[config.mk]
export PLATFORM = sky130hd
export DESIGN_NAME = viterbi_decoder
export DESIGN_NICKNAME = d
export VERILOG_FILES = /design/src/rtl/viterbi_decoder.sv
export SDC_FILE = /design/constraint.sdc
export NUM_CORES = 1
export LEC_CHECK = 0
export CELL_PAD_IN_SITES_DETAIL_PLACEMENT = 0
export CELL_PAD_IN_SITES_GLOBAL_PLACEMENT = 1
export CORE_UTILIZATION = 47
export CTS_CLUSTER_SIZE = 40
export DETAILED_ROUTE_END_ITERATION = 10
export DONT_BUFFER_PORTS = 1
export MAX_ROUTING_LAYER = met4
export PLACE_DENSITY = 0.86
export SYNTH_ARGS = -nofsm -noshare
export SYNTH_HDL_FRONTEND = slang
export SYNTH_SLANG_ARGS = --single-unit
[constraint.sdc]
create_clock -name clk -period 4 [get_ports clk]
set_clock_uncertainty 0.2 [all_clocks]
set_input_delay 0.8 -clock clk [delete_from_list [all_inputs] [get_ports clk]]
set_output_delay 0.8 -clock clk [all_outputs]
set_load 0.03 [all_outputs]
[src/rtl/viterbi_decoder.sv]
// Hard-decision Viterbi decoder for the K=3, rate-1/2 (7,5) convolutional code.
// One frame holds FRAME_BITS information bits plus TAIL_BITS zero tail symbols.
// Add-compare-select runs one symbol per cycle. Traceback then walks the
// survivors once from state 0. The decoded bits are streamed out bit 0 first.
module viterbi_decoder #(
    parameter int FRAME_BITS = 8,
    parameter int TAIL_BITS  = 2,
    parameter int METRIC_W   = 6
) (
    input  logic                clk,
    input  logic                rst,
    input  logic                st,
    input  logic [1:0]          code_in,
    output logic                dec_out,
    output logic                dec_valid,
    output logic                busy,
    output logic                done,
    output logic [METRIC_W-1:0] metric_out
);
    localparam int N  = FRAME_BITS + TAIL_BITS;
    localparam int CW = (N > 1) ? $clog2(N) : 1;

    typedef enum logic [1:0] {IDLE, ACS, TRACE, OUT} state_t;

    state_t state_reg, state_next;

    logic [CW-1:0]       cnt_reg;
    logic [1:0]          cur_reg;
    logic [METRIC_W-1:0] metric_reg;
    logic [METRIC_W-1:0] pm_reg  [4];
    logic [METRIC_W-1:0] pm_in   [4];
    logic [METRIC_W-1:0] pm_next [4];
    logic [3:0]          surv_next;

    // Survivor store: one bit per state per symbol. The array is small and is
    // read asynchronously, so traceback can take one step every cycle.
    logic [3:0] surv_mem [N];
    logic       buf_mem  [N];

    logic       last_sym;
    logic       trace_end;
    logic       out_end;
    logic [3:0] surv_rd;
    logic       surv_bit;

    assign last_sym  = (cnt_reg == CW'(N - 1));
    assign trace_end = (cnt_reg == '0);
    assign out_end   = (cnt_reg == CW'(FRAME_BITS - 1));
    assign surv_rd   = surv_mem[cnt_reg];
    assign surv_bit  = surv_rd[cur_reg];

    // ACS for each next state n = {u, s1}. Its predecessors are {n[0], x},
    // where x is the oldest bit that gets dropped. On a tie, x = 0 wins.
    genvar gi;
    generate
        for (gi = 0; gi < 4; gi++) begin : g_acs
            localparam int U  = gi / 2;
            localparam int N0 = gi % 2;
            localparam int P0 = N0 * 2;
            localparam int P1 = N0 * 2 + 1;
            localparam logic [1:0] EXP0 = 2'(((U ^ N0) * 2) + U);
            localparam logic [1:0] EXP1 = EXP0 ^ 2'b11;
            localparam logic [METRIC_W-1:0] INIT =
                (gi == 0) ? '0 : METRIC_W'(1 << (METRIC_W - 1));

            logic [1:0]        d0, d1;
            logic [METRIC_W:0] sum0, sum1, best;
            logic              sel;

            assign pm_in[gi] = (state_reg == IDLE) ? INIT : pm_reg[gi];
            assign d0   = code_in ^ EXP0;
            assign d1   = code_in ^ EXP1;
            assign sum0 = {1'b0, pm_in[P0]} + (METRIC_W+1)'(d0[1]) + (METRIC_W+1)'(d0[0]);
            assign sum1 = {1'b0, pm_in[P1]} + (METRIC_W+1)'(d1[1]) + (METRIC_W+1)'(d1[0]);
            assign sel  = (sum1 < sum0);
            assign best = sel ? sum1 : sum0;
            assign pm_next[gi]   = best[METRIC_W] ? '1 : best[METRIC_W-1:0];
            assign surv_next[gi] = sel;
        end
    endgenerate

    // FSM state register
    always_ff @(posedge clk or negedge rst) begin
        if (!rst) state_reg <= IDLE;
        else      state_reg <= state_next;
    end

    // Next-state logic and the flags that depend only on the state
    always_comb begin
        state_next = state_reg;
        busy       = 1'b1;
        dec_valid  = 1'b0;
        done       = 1'b0;
        case (state_reg)
            IDLE: begin
                busy = 1'b0;
                if (st) state_next = ACS;
            end
            ACS:   if (last_sym) state_next = TRACE;
            TRACE: if (trace_end) state_next = OUT;
            OUT: begin
                dec_valid = 1'b1;
                done      = out_end;
                if (out_end) state_next = IDLE;
            end
            default: state_next = IDLE;
        endcase
    end

    assign dec_out    = dec_valid & buf_mem[cnt_reg];
    assign metric_out = metric_reg;

    // Counters, path metrics, traceback state and the reported final metric
    always_ff @(posedge clk or negedge rst) begin
        if (!rst) begin
            cnt_reg    <= '0;
            cur_reg    <= '0;
            metric_reg <= '0;
            for (int i = 0; i < 4; i++) pm_reg[i] <= '0;
        end else begin
            case (state_reg)
                IDLE: if (st) begin
                    cnt_reg    <= CW'(1);
                    metric_reg <= '0;
                    for (int i = 0; i < 4; i++) pm_reg[i] <= pm_next[i];
                end
                ACS: begin
                    for (int i = 0; i < 4; i++) pm_reg[i] <= pm_next[i];
                    if (last_sym) begin
                        metric_reg <= pm_next[0];
                        cur_reg    <= 2'b00;
                    end else begin
                        cnt_reg <= cnt_reg + CW'(1);
                    end
                end
                TRACE: begin
                    cur_reg <= {cur_reg[0], surv_bit};
                    if (!trace_end) cnt_reg <= cnt_reg - CW'(1);
                end
                OUT: cnt_reg <= out_end ? '0 : cnt_reg + CW'(1);
                default: cnt_reg <= '0;
            endcase
        end
    end

    // Survivor writes during ACS and decoded-bit writes during traceback.
    // These stores are not cleared on reset.
    always_ff @(posedge clk) begin
        if ((state_reg == IDLE && st) || state_reg == ACS)
            surv_mem[cnt_reg] <= (state_reg == IDLE) ? surv_next : surv_next;
        if (state_reg == TRACE && cnt_reg < CW'(FRAME_BITS))
            buf_mem[cnt_reg] <= cur_reg[1];
    end

    // In IDLE, cnt_reg is 0, so symbol 0 lands in slot 0.
endmodule

After elaboration in Yosys (flattened, before gate mapping)
Memories as Yosys holds them, arrays and structs flattened.
Cells that the tools add are included.
W data, S select, Z words.
Word-level totals
  register bits after elaboration: 38
  bits in writable memories: 50
  bits of input ports: 5
  output and inout port bits: 10
  memories kept: 2
Memories
  surv_mem: depth 10, bits a word 4, read ports 1, clocked after memory_dff 0, wr ports 1, line 37  | logic [3:0] surv_mem [N];
  buf_mem: depth 10, bits a word 1, read ports 1, clocked after memory_dff 0, wr ports 1, line 38  | logic buf_mem [N];
Cells by class
  add/subtract/negate cells: 18
  order comparisons: 6
  equality and inequality tests: 11
  multiplexer cells: 38
  bitwise logic cells: 4
  reductions and logical operators: 12
Operators with widths (number)
  $mux W6: 10
  $add A6 B1 Y7: 8
  $add A7 B1 Y7: 8
  $pmux W24 S2: 1
  $lt A7 B7 Y1: 4
  $mux W7: 4
  $mux W24: 1
  $mux W4: 4
  $pmux W4 S4: 1
  $ne A2 B2 Y1 const B: 6
  $pmux W6 S2: 1
  $mux W2: 5
  $mux W1: 8
  $pmux W2 S4: 1
  $reduce_and A3 Y1: 2
  $add A4 B1 Y4 const B: 1
  $eq A2 B2 Y1 const B: 2
  $eq A4 B3 Y1 const B: 1
  $eq A4 B4 Y1 const B: 1
  $logic_not A4 Y1: 1
  $lt A4 B4 Y1 const B: 1
  $pmux W2 S2: 1
  $reduce_and A2 Y1: 2
  $reduce_and A4 Y1: 1
  11 further kinds: 14

Logic depth before layout (Yosys ltp)
  depth after elaboration: 9
  mapped depth: 19
  depth with buffers taken out: 17

Least setup slack after synthesis
Ideal clock, no wire load.
  path kind: register -> register
  start: reg state_reg[0]
  end: reg pm_reg[0] in the netlist's numbering
  data arrival time: 4.180 ns
  data required time: 3.660 ns
  slack: -0.520 ns
  stages on the path, launching flop included: 18
  buffers on the path: 1
  clock period less this slack: 4.520 ns
  cells stage by stage: dfrtp_1 -> inv_1 -> ha_1 -> inv_2 -> clkbuf_1 -> nand2_1 -> fa_1 -> inv_1 -> ha_1 -> nand3_1 -> xor2_1 -> or2_2 -> ha_1 -> and3_1 -> a221oi_1 -> nand2_1 -> inv_1 -> a211oi_1
Between the ends
  longest elaborated chain between the ends: 9
  elaborated cells between the ends (all ways): 16
  classes of those cells: add/sub (4); order compare (1); eq/ne (2); mux (6); reduce/logical (3)
Ends and longest elaborated chain
  start, declared: line 25  | state_t state_reg, state_next;
  start signal, assigned: line 85  | else state_reg <= state_next;
  $logic_not A2 Y1 (*): line 70  | assign pm_in[gi] = (state_reg == IDLE) ? INIT : pm_reg[gi];
  $mux W6: line 70
  $add A6 B1 Y7, on equally long branches: line 74, 73
  $add A7 B1 Y7, on equally long branches: line 74, 73
  $lt A7 B7 Y1 (*): line 75  | assign sel = (sum1 < sum0);
  net g_acs[3].sel: line 68  | logic sel;
  $mux W7 (*): line 76  | assign best = sel ? sum1 : sum0;
  $mux W6 (*): line 77  | assign pm_next[gi] = best[METRIC_W] ? '1 : best[METRIC_W-1:0];
  $mux W24: line 122  | IDLE: if (st) begin
  $pmux W24 S2 (*): line 121  | case (state_reg)
  end, declared: line 30  | logic [METRIC_W-1:0] pm_reg [4];
The timed path passes the listed nets; every way through them passes the cells marked *. The select of a mux whose other input is x is not followed.
A chain may end at the register's enable or synchronous reset.

Worst setup path in the final report
  start: reg state_reg[0]
  end: reg metric_reg[4], in the netlist metric_out[4]
Between the ends
  longest elaborated chain between the ends: 9
  elaborated cells between the ends (all ways): 17
  classes of those cells: add/sub (4); order compare (1); eq/ne (3); mux (6); reduce/logical (3)
Ends and longest elaborated chain
  $logic_not A2 Y1: line 70, 121
  $mux W6: line 70
  $add A6 B1 Y7, on equally long branches: line 74, 73
  $add A7 B1 Y7, on equally long branches: line 74, 73
  $lt A7 B7 Y1: line 75
  $mux W7: line 76
  $mux W6: line 77
  $mux W6: line 129  | if (last_sym) begin
  $pmux W6 S2: line 121
  end signal, assigned: line 130  | metric_reg <= pm_next[0];
  end, declared: line 29  | logic [METRIC_W-1:0] metric_reg;
Several ways; a longest one is shown, not always the timed one. The select of a mux whose other input is x is not followed.

==> qor.txt <==
Status -> finished clean
Synthesized cell area -> 5920 um^2
Syn Inst Count -> 568
Startpoint types -> flop
Worst min-delay path class -> input pin to async pin
Adder-cell share of the synthesized area -> 11.3%
Fin. Hold Viols -> 0
Max cap viols -> 0
IO Port Bufs -> 0
Fin crit share -> 96.1%
Nature of the critical path endpoint -> flop
Post-synthesis sequential area ratio -> 41.4%
Post-synth EDFFs -> 50
Area leader, netlist -> edfxtp_1
Layout cells sized above 1 -> 15.6%
Reg2reg path depth -> 13
Delay-heaviest family, CP -> compound AO/OA/AOI/OAI gates
Setup TNS -> 0 ps
# IOs -> 15
Root cell of the clock tree -> clkbuf_16
Worst EP required -> 4030 ps
Htree depth -> 3
CTS clk-pin slew, worst paths -> 70 ps
Number of global-route vias before repair -> 4,435
Total Wirelength -> 14.0 mm
Cells along the critical path -> inv_2 > ha_4 > buf_4 > nand3b_1 > or4_1 > a21oi_1 > inv_1 > ha_1 > and2_1 > a221o_1 > a311o_1 > o22ai_1 > o21ai_0
Pre-antenna DRT Iters -> 6
HPWL after detailed placement -> 10.2 mm
Worst path max stage delay -> 530 ps
Die W -> 114 um
First-pass GRT wire length -> 22.9 mm
Final worst path period need -> 3840 ps
Synth area leaders -> edfxtp_1 25%, dfrtp_1 16%, ha_1 9.3%, mux4_2 3.8%, nor2_1 3.0%
Fmax -> 0.260 GHz
Core Area -> 12,200 um^2
Final setup margin -> 157 ps
Asr flop ratio synth -> 43.2%
Main flop type after synthesis -> edfxtp_1
Mux cell area share after synthesis -> 7.54%
Final count of pins violating max slew -> 0
Area growth, synth to finish -> 12.9%
Ys Warns -> 0
Fin nets -> 641
Worst EP arrival -> 3870 ps
DIE HEIGHT -> 114 um
Total die area -> 13,100 um^2
Worst Max-Slew Pin Slew -> 868 ps
ANT nets after route -> 0
Via-per-instance ratio -> 5.87
Place WS -> 109 ps
Worst skew pair latency -> 350 ps
Placed insts -> 730
# clock sinks -> 88
Tot GR Track Use -> 23.6%
Layout Cells excl Fill -> 759
Crit-path slowest cell -> or4_1
Row count -> 40
WL per Instance -> 18.5 um
Netlist cell types -> 67
GP Congestion -> 0.973
Starting density of the core -> 48.7%
Synth Register Bits -> 88
Mean Syn Cell Area -> 10.4 um^2
CTS tree -> built
GRT overflow -> 0
Compound-Gate Fraction of Synth Area -> 14.1%
Antenna violations before repair -> 0
Worst setup path category -> flop to flop
Post-synthesis xor/xnor area fraction -> 4.44%
Buffers & Inverters on Critical Path -> 3
# DRC -> 0
Post-Synth Simple-Gate Area -> 17.6%
1st-iter DRT viols -> 412
CTS Buf Count -> 9
Clk buf depth -> 2
Vias -> 4,455
Crit Path Max Fanout -> 10
Yosys top cell area share -> 25.3%
Final setup viols -> 0
Max reg flops -> 40
Slew HR -> 41.6%
Largest net degree at the start of global routing -> 39
Layout filler cell count -> 1,038
N_diodes -> 0
Largest family of logic cells by synthesized area -> simple AND/OR/NAND/NOR gates
Cell depth of the worst setup path -> 13
stage by stage:
step	instance area, um^2	util, %	hold WS [ps]
2_1_floorplan	5980	-	286
3_3_place_gp	6200	51.0	305
3_5_place_dp	6200	51.0	305
4_1_cts	6550	53.9	91.4
5_1_grt	6690	55.0	96.0
6_report	6690	55.0	82.8
cell usage after synthesis (all sizes together) (3+ instances only):
master,count
a211oi,15
a21o,11
a21oi,21
a221oi,4
a22o,4
a22oi,3
a31oi,3
and2,15
and3,14
and4,4
buf,13
clkbuf,10
dfrtp,38
edfxtp,50
fa,6
ha,44
inv,28
mux2,9
mux2i,12
mux4,10
nand2,36
nand2b,8
nand3,26
nand3b,7
nor2,48
nor2b,16
nor3,7
nor3b,4
nor4,3
o211ai,4
o21a,4
o21ai,18
o21bai,3
o22ai,3
o31ai,3
or2,5
xnor2,14
xor2,16
worst paths after layout:
path / startpoint / end / slack (ps)
setup / recovery: state_reg[0] / metric_out[4] / 160
hold / removal: rst / cnt_reg[3] / 80
setup reg to reg: state_reg[0] / metric_out[4] / 160
hold reg to reg: cur_reg[0] / cur_reg[1] / 350
max in group asynchronous: rst / pm_reg[10] / 3300
min in group clk: cur_reg[0] / cur_reg[1] / 350
worst reg2reg max path: cells and delay by family (launching register included):
kind / cells / cell delay, ps
AOI/OAI and AO/OA: 5 / 1370
adders and majority gates: 2 / 450
buffers and inverters: 3 / 330
DFF: 1 / 390
and+or+nand+nor: 3 / 970
kinds of logic after synthesis:
kind of cell | count (synthesis)
AO/OA/AOI/OAI | 116
XOR/XNOR | 30
adder cells (fa/ha/maj) | 50
buffers and inverters | 51
flip-flops | 88
multiplexers | 31
other | 1
AND/OR/NAND/NOR | 201
cell usage in the layout (no fill, tap or decap), types with 9 or more instances in the layout:
cell type / n
mux2_2: 9
a211oi_1: 15
dfrtp_1: 38
nor2_1: 47
and3_1: 14
xor2_1: 16
and2_1: 15
o21ai_0: 18
nand2_1: 36
ha_1: 40
buf_4: 27
xnor2_1: 13
inv_1: 23
nand3_1: 26
nor2b_1: 13
clkbuf_16: 9
edfxtp_1: 50
a21o_1: 11
mux4_2: 10
a21oi_1: 20
mux2i_1: 10
layer usage:
metal | part of all wire (%) | GRT usage, %
met4 | 1.6 | 6.58
met5 | 0 | -
met3 | 3.9 | 3.81
met1 | 45 | 30.4
met2 | 49 | 38.7
area by class of cell:
cell class / instances / area [um^2] / share of cell area [%]
Sequential cell: 88 / 2450 / 36.7
Clock buffer: 9 / 225 / 3.37
Multi-Input combinational cell: 430 / 3360 / 50.2
Clock inverter: 7 / 108 / 1.61
Inverter: 28 / 109 / 1.63
Tap cell: 168 / 210 / 3.14
Timing Repair Buffer: 29 / 228 / 3.40
repair_timing:
item / CTS / global route
endpoints found under the hold margin: 38 / 0
endpoints found under the setup margin: 0 / 28
gates resized for setup: 0 / 12
hold buffers: 1 / 0
buffers inserted: 0 / 12
Power is not shown: default switching activity piles up to over one toggle a cycle in this logic, so the estimate is an artifact.
